`config.mk`:
```
export PLATFORM = sky130hd
export DESIGN_NAME = display_scan_controller
export DESIGN_NICKNAME = d
export VERILOG_FILES = /design/src/rtl/display_scan_controller.sv
export SDC_FILE = /design/constraint.sdc
export NUM_CORES = 1
export LEC_CHECK = 0
export BUFFER_PORTS_ARGS = -buffer_cell sky130_fd_sc_hd__buf_4
export CAP_MARGIN = 0
export CORE_MARGIN = 3
export CORE_UTILIZATION = 63
export CTS_BUF_LIST = sky130_fd_sc_hd__clkbuf_2
export DETAILED_ROUTE_END_ITERATION = 7
export PLACE_DENSITY = 0.84
export SKIP_CTS_REPAIR_TIMING = 1
export SYNTH_ARGS = -nofsm -noshare
export SYNTH_HDL_FRONTEND = slang
export SYNTH_SLANG_ARGS = --single-unit
```
`constraint.sdc`:
```
create_clock -name clock -period 4.7 [get_ports clock]
set_clock_uncertainty 0.1 [all_clocks]
set_input_delay 0.705 -clock clock [delete_from_list [all_inputs] [get_ports clock]]
set_output_delay 0.705 -clock clock [all_outputs]
set_load 0.01 [all_outputs]
```
`src/rtl/display_scan_controller.sv`:
```
// Scans a frame of 4-bit digit codes across DIGITS positions through one
// shared 7-segment decoder. Each slot blanks all digits first and then lights
// one digit. New frames wait in a single shadow register and are only swapped
// in at a frame boundary, so a frame is never shown half old and half new.
module display_scan_controller #(
   parameter int DIGITS       = 6,
   parameter int SCAN_DIV     = 1000,
   parameter int BLANK_CYCLES = 2
) (
   input  logic                  clock,
   input  logic                  resetN,
   input  logic [4*DIGITS-1:0]   digitsIn,
   input  logic                  loadValid,
   output logic                  loadReady,
   input  logic [DIGITS-1:0]     blankMask,
   output logic [3:0]            characterOut,
   input  logic [6:0]            segmentDataIn,
   output logic [6:0]            segmentsOut,
   output logic [DIGITS-1:0]     anodesOut,
   output logic                  frameStart
);

   localparam int CNT_MAX = (SCAN_DIV > BLANK_CYCLES) ? SCAN_DIV : BLANK_CYCLES;
   localparam int CNT_W   = (CNT_MAX > 1) ? $clog2(CNT_MAX) : 1;
   localparam int IDX_W   = (DIGITS > 1) ? $clog2(DIGITS) : 1;

   localparam logic [CNT_W-1:0] BLANK_LAST = CNT_W'(BLANK_CYCLES - 1);
   localparam logic [CNT_W-1:0] DRIVE_LAST = CNT_W'(SCAN_DIV - 1);
   localparam logic [IDX_W-1:0] IDX_LAST   = IDX_W'(DIGITS - 1);

   // IDLE exists only between reset release and the first clock edge
   typedef enum logic [1:0] {
      IDLE  = 2'd0,
      BLANK = 2'd1,
      DRIVE = 2'd2
   } scanStateT;

   scanStateT            r_state;
   logic [CNT_W-1:0]     r_cnt;
   logic [IDX_W-1:0]     r_slotIdx;
   logic                 r_maskHold;
   logic [4*DIGITS-1:0]  r_active;
   logic [4*DIGITS-1:0]  r_shadow;
   logic                 r_shadowFull;
   logic                 r_loadReady;
   logic [3:0]           r_characterOut;
   logic [6:0]           r_segmentsOut;
   logic [DIGITS-1:0]    r_anodesOut;
   logic                 r_frameStart;

   logic                 w_blankDone;
   logic                 w_driveDone;
   logic                 w_slotStart;
   logic [IDX_W-1:0]     w_nextIdx;
   logic                 w_frameBoundary;
   logic                 w_accept;
   logic                 w_swap;
   logic [3:0]           w_nextChar;

   assign w_blankDone     = (r_state == BLANK) && (r_cnt == BLANK_LAST);
   assign w_driveDone     = (r_state == DRIVE) && (r_cnt == DRIVE_LAST);
   assign w_slotStart     = (r_state == IDLE) || w_driveDone;
   assign w_nextIdx       = ((r_state == IDLE) || (r_slotIdx == IDX_LAST)) ?
                            '0 : r_slotIdx + IDX_W'(1);
   assign w_frameBoundary = w_slotStart && (w_nextIdx == '0);
   assign w_accept        = loadValid && r_loadReady;
   assign w_swap          = w_frameBoundary && r_shadowFull;
   assign w_nextChar      = w_swap ? r_shadow[{w_nextIdx, 2'b00} +: 4]
                                   : r_active[{w_nextIdx, 2'b00} +: 4];

   assign loadReady    = r_loadReady;
   assign characterOut = r_characterOut;
   assign segmentsOut  = r_segmentsOut;
   assign anodesOut    = r_anodesOut;
   assign frameStart   = r_frameStart;

   // Shadow register handshake; ready stays low through the swap cycle and returns one cycle later
   always_ff @(posedge clock or negedge resetN) begin
      if (!resetN) begin
         r_shadow     <= '0;
         r_shadowFull <= 1'b0;
         r_loadReady  <= 1'b1;
      end else if (w_accept) begin
         r_shadow     <= digitsIn;
         r_shadowFull <= 1'b1;
         r_loadReady  <= 1'b0;
      end else begin
         if (w_swap) begin
            r_shadowFull <= 1'b0;
         end
         r_loadReady <= !r_shadowFull;
      end
   end

   // Scan state machine: blank then drive each slot, swapping the frame in at slot 0
   always_ff @(posedge clock or negedge resetN) begin
      if (!resetN) begin
         r_state        <= IDLE;
         r_cnt          <= '0;
         r_slotIdx      <= '0;
         r_maskHold     <= 1'b0;
         r_active       <= '0;
         r_characterOut <= 4'h0;
         r_segmentsOut  <= 7'h00;
         r_anodesOut    <= '0;
         r_frameStart   <= 1'b0;
      end else begin
         r_frameStart <= w_frameBoundary;
         if (w_slotStart) begin
            r_state        <= BLANK;
            r_cnt          <= '0;
            r_slotIdx      <= w_nextIdx;
            r_maskHold     <= blankMask[w_nextIdx];
            r_characterOut <= w_nextChar;
            r_segmentsOut  <= 7'h00;
            r_anodesOut    <= '0;
            if (w_swap) begin
               r_active <= r_shadow;
            end
         end else begin
            case (r_state)
               BLANK: begin
                  if (w_blankDone) begin
                     r_state <= DRIVE;
                     r_cnt   <= '0;
                     if (!r_maskHold) begin
                        r_anodesOut   <= DIGITS'(1) << r_slotIdx;
                        r_segmentsOut <= segmentDataIn;
                     end
                  end else begin
                     r_cnt <= r_cnt + CNT_W'(1);
                  end
               end
               DRIVE: begin
                  r_cnt <= r_cnt + CNT_W'(1);
               end
               default: begin
                  r_state <= IDLE;
               end
            endcase
         end
      end
   end

endmodule

```
; ---- After elaboration in Yosys (flattened, before gate mapping)
; Cells that the tools add are included.
[totals]
elab_cells = 64
output_inout_bits = 19
regBits = 84
inputBits = 40
[op_classes]
n_reduce_logical = 17
addsub = 2
shifts = 3
mux = 21
n_eq_ne = 8
magnitude_cmp = 1
[op_table]
columns = op, n
row1 = 24-bit by 6-bit indexed part select with 4-bit output, 2
row2 = 7-bit two-way mux, 4
row3 = 6-bit two-way mux, 4
row4 = 10-bit two-way mux, 2
row5 = 10-bit one-hot mux with 2 select lines, 1
row6 = "10-bit by 1-bit adder with 10-bit output, second input constant", 1
row7 = "10-bit by 1-bit == test with 1-bit output, second input constant", 1
row8 = "10-bit == test, second input constant", 1
row9 = 2-bit nonzero test, 3
row10 = "1-bit by 3-bit << shifter with 6-bit output, first input constant", 1
row11 = 1-bit logical AND, 5
row12 = "3-bit by 4-bit < comparator with 1-bit output, second input constant", 1
row13 = 1-bit two-way mux, 4
row14 = 2-bit two-way mux, 2
row15 = 4-bit two-way mux, 1
row16 = 2-bit one-hot mux with 2 select lines, 1
row17 = 2-bit AND reduction, 2
row18 = "3-bit by 1-bit adder with 3-bit output, second input constant", 1
row19 = 1-bit binary-select mux with 3-bit select, 1
row20 = "3-bit == test, second input constant", 1
row21 = 3-bit zero test, 1
row22 = 3-bit two-way mux, 1
row23 = "3-bit != test, second input constant", 1
row24 = 3-bit AND reduction, 1
row25 = other kinds (8), 9

; ---- Logic depth before layout (Yosys ltp)
[depth]
ltp_word = 8
ltp_mapped = 10
mapped_depth_nobuf = 8

; ---- Least setup slack after synthesis
; Ideal clock, no wire load.
[synth_path]
kind = reg-to-reg
from = register r_slotIdx[0]
to = register r_active[10]
setup_time_ns = 0.125
stages_incl_launch_ff = 10
setup_slack_ns = 2.146
synth_period_minus_slack_ns = 2.554
arrival_ns = 2.329
path_buffers = 3
required_ns = 4.475
cell_sequence = dfrtp_1 -> clkbuf_1 -> inv_1 -> ha_1 -> clkbuf_1 -> nand3b_1 -> a21o_1 -> nor2_8 -> buf_4 -> mux2_2
[synth_between]
elab_chain_cells = 7
elab_cells_between_ends = 8
cone_classes = add/sub: 1 / eq/ne: 1 / mux: 1 / reduce/logical: 5
[synth_lines]
columns = item, line
row1 = "start, declared", 40  ; logic [IDX_W-1:0] r_slotIdx;
row2 = "start signal, assigned", 112  ; r_slotIdx <= w_nextIdx;
row3 = branches (longest 2 deep; another with 3-bit by 1-bit adder with 3-bit output), -
row4 = 3-bit two-way mux (*), 63  ; assign w_nextIdx = ((r_state == IDLE) || (r_slotIdx == IDX_LAST)) ?
row5 = 3-bit zero test (*), 65  ; assign w_frameBoundary = w_slotStart && (w_nextIdx == '0);
row6 = 1-bit logical AND (*), 65
row7 = 1-bit logical AND (*), 67  ; assign w_swap = w_frameBoundary && r_shadowFull;
row8 = 2-bit AND reduction (no line) (*), -
row9 = "end signal, assigned", 118  ; r_active <= r_shadow;
row10 = "end, declared", 42  ; logic [4*DIGITS-1:0] r_active;
; Every way passes the cells marked *.
; A chain may end at the register's enable or synchronous reset.

; ---- Final worst setup path
[layout_path]
from = register r_slotIdx[0]
to = register r_characterOut[3], in the netlist characterOut[3]
[layout_between]
elab_chain_cells = 7
elab_cells_between_ends = 10
cone_classes = add/sub: 1 / eq/ne: 1 / shift: 2 / mux: 2 / reduce/logical: 4
[layout_lines]
columns = item, line
row1 = branches (longest 2 deep; another with 3-bit by 1-bit adder with 3-bit output), -
row2 = 3-bit two-way mux (*), 63
row3 = branches (longest 3 deep; another with 24-bit by 6-bit indexed part select with 4-bit output), -
row4 = 4-bit two-way mux (*), 68  ; assign w_nextChar = w_swap ? r_shadow[{w_nextIdx, 2'b00} +: 4]
row5 = "end signal, assigned", 114  ; r_characterOut <= w_nextChar;
row6 = "end, declared", 46  ; logic [3:0] r_characterOut;
; Marked as above.

==> results.txt <==
- Slowest cell on the critical path: sky130_fd_sc_hd__dfrtp_1
* Share of synthesized flip-flops with an asynchronous set or reset: 1.00
* Number of hold violations in the final report: 0
- Most used DFF post-synth: sky130_fd_sc_hd__dfrtp_1
- Together, buffers and inverters on the worst path number 1.
* DR DRC count: 0
- Data arrives at the worst endpoint at 3560 ps.
* Half-perimeter wire length of the detailed placement result: 5.48 mm
- Synthesized flop and latch total: 84
* Required time of the critical path: 5070 ps
- Summing every instance area after synthesis gives 3860 um^2.
- 0 antenna diodes ended up in the layout.
* Maximum level of the CTS H-tree: 3
- Counting the fill cells in the layout gives 365.
* Yosys warning count: 0
- Of the total power, the share spent switching nets is 0.231.
- Post-DR wirelength/cell: 16.7 um
* Post-synth top cells: sky130_fd_sc_hd__dfrtp_1, sky130_fd_sc_hd__mux2_2, sky130_fd_sc_hd__o21ai_0, sky130_fd_sc_hd__nand2_1
- The floorplan step defined a die boundary enclosing 7110 um^2.
- 59 I/O pins were placed.
* Slew of the pin with the lowest slew margin: 1000 ps
* Cell chosen for the clock root: sky130_fd_sc_hd__clkbuf_2
- At the end of routability-driven placement, the weighted congestion stood at 0.826.
* Worst-path fanout max: 26
- Share of Yosys cell area claimed by the top area cell type: 0.537
* Worst slack after detailed placement: 1610 ps
* Cell row count: 27
* Synth Instances: 337
* Setup Viol. Count Final: 0
- CTS clock-pin slew for the worst setup and hold paths: 220 ps
* Routed Antenna Nets: 0
- Count of pins over their slew limit: 0
- Net count after synthesis: 384
- The number of global-route vias before repair came to 2,913.
- Most area-consuming cells after synthesis: sky130_fd_sc_hd__dfrtp_1, sky130_fd_sc_hd__mux2_2, sky130_fd_sc_hd__o21ai_0
* RSZ-0062 raised after global routing: false
- Hold slack final: 188 ps
- Total clock buffers created by CTS: 9
* Cell family contributing the most delay on the critical path: compound AO/OA/AOI/OAI gates
* Total placed cells including tap cells: 452
- The path class of the tightest hold or removal check is in2async.
- Detailed-route vias per instance: 5.90
- The worst setup path is captured at a register.
- Worst VDD drop: 0.278 mV
- The initial antenna violation count came to 0.
* Final-layout setup total negative slack: 0 ps
- Logic depth of the worst path, buffers included: 8
* GRT Resource Usage Total: 0.237
- The initial utilization of the core area, before any placement, comes to 0.677.
- The internal power of the cells totals 1.19 mW.
* Final period util: 0.679
- Netlist cell types: 52
- The sequential cells in the finished layout cover a total of 2100 um^2.
- The design draws 1.55 mW.
* Clk pwr share: 0.341
- The endpoint identified for the worst register-to-register timing path is characterOut[3].
- From synthesis to final layout, the design area changed by 16.6%.
- From bottom edge to top edge, the die measures 84.3 um.
- The first detailed-routing pass ran for 5 iterations.
- The startpoint identified for the worst register-to-register timing path is r_slotIdx[0].
- Yosys instantiated no cell more often than sky130_fd_sc_hd__dfrtp_1.
- Final critical-path required period: 3190 ps
- TritonCTS built the clock tree.
- Average cell area after synthesis: 11.5 um^2
- The die is 84.3 um wide.
- Counting flops with a built-in enable in the synthesized netlist gives 0.
* Worst-Skew Late Latency: 540 ps
- Overflow left after global routing: 0
- Setup slack closes at 1510 ps.
* Pwr Density: 343 nW/um^2
* Number of vias after detailed routing: 2,761
- Placeable core region: 5710 um^2
- Maximum frequency from static timing analysis: 0.313 GHz
- Of the cells placed in the final design, the portion with a size suffix greater than 1 is 0.338.
- The setup check on the worst reg-to-reg path leaves a slack of 1510 ps.
- Total of max-cap violations: 0
- The analysis attributes to cell leakage a power of 2.17 nW.
* Startpoint type of the worst setup path: register
- Of the total power, combinational logic draws 0.098.
* Relative slew slack: 0.334
- Largest net degree at the start of global routing: 85
- The multi-input combinational cells in the finished layout cover a total of 1620 um^2.
- The clock net in this run drives a total of 84 sinks.
- Net count of the finished layout: 438
* Count of input and output buffers: 58
- After detailed routing, the total wire length is 7.80 mm.
- Of the total power, registers draw 0.562.
* Wire length of the first global-routing pass: 13.4 mm
- The flow ran to the end, and the final reports show no timing, DRC or antenna violations.
* Sequential cell area fraction in the yosys report: 0.544
* Switching power total: 0.357 mW
* Cells along the critical path: inv_1, ha_1, nand3b_1, a21o_1, nor2_8, nand2_2, a32o_1, a31oi_1
- Logic depth of the worst register-to-register path: 8
* Top cell type by total area after synthesis: sky130_fd_sc_hd__dfrtp_1
- Largest stage delay on the critical path: 740 ps
* Critical path type: reg2reg
- The clock passes through at most 2 buffers.
* Starting DRC count in detailed routing: 137
- Once layout is complete, the cells apart from fillers number 468.
-- power groups by stage --
stage	Combinational, mW	Sequential (mW)	Clock [mW]
global route	0.169	0.880	0.571
detailed placement	0.152	0.882	0
CTS	0.154	0.869	0.537
finish	0.151	0.869	0.527
floorplan	0.0929	0.860	0
global placement	0.145	0.875	0
-- flip-flops by register name, indices dropped and copies added, names as in the netlist --
register      cells
r_maskHold        1
r_cnt            10
r_state           2
anodesOut         6
r_shadow         24
r_slotIdx         3
r_active         24
frameStart        1
r_shadowFull      1
segmentsOut       7
characterOut      4
loadReady         1
-- metrics by stage --
stage,util,instance area [um^2]
detailed placement,0.757,4320
floorplan,-,3860
finish,0.789,4510
CTS,0.789,4510
global placement,0.757,4320
global route,0.789,4510
-- cell families (layout without fill, tap and decap cells) --
group / Yosys count / after routing / share of synthesized area
AOI/OAI and AO/OA: 64 / 64 / 0.110
buffers and inverters: 34 / 93 / 0.0363
xor gates and xnor gates: 7 / 7 / 0.0159
adders and majority gates: 7 / 7 / 0.0227
DFF: 84 / 84 / 0.544
muxes: 54 / 54 / 0.157
and+or+nand+nor: 87 / 87 / 0.114
-- cell type report --
type / count / share of cell area
sequential: 84 / 0.467
multi-input combinational: 219 / 0.360
timing repair buffer: 58 / 0.0966
clock inverter: 7 / 0.0308
tap: 72 / 0.0200
inverter: 19 / 0.0158
clock buffer: 9 / 0.0100
-- worst max-delay path by stage --
| stage | from | end |
|---|---|---|
| final | r_slotIdx[0] | characterOut[3] |
| after global routing | r_slotIdx[0] | characterOut[3] |
| after CTS | r_slotIdx[0] | characterOut[3] |
| after detailed placement | r_slotIdx[0] | characterOut[3] |
| after global placement | r_slotIdx[0] | characterOut[3] |
| after floorplan | r_slotIdx[0] | r_active[10] |
-- layer usage --
layer	up-vias	part of all wire	GRT usage
met5	-	0	0
met4	0	0.036	0.132
met3	31	0.054	0.0579
met2	95	0.50	0.391
met1	1332	0.41	0.284
li1	1303	-	-
-- layout by cell type (no fill, tap or decap), drive strengths merged, types with 6 or more instances in the layout --
cell type   n
a21oi       7
buf        58
clkbuf      9
dfrtp      83
ha          7
inv        19
mux2       52
nand2      24
nand3      13
nand4       6
nor2       20
nor3        6
o21ai      31
Power figures use the tool's default switching activity.
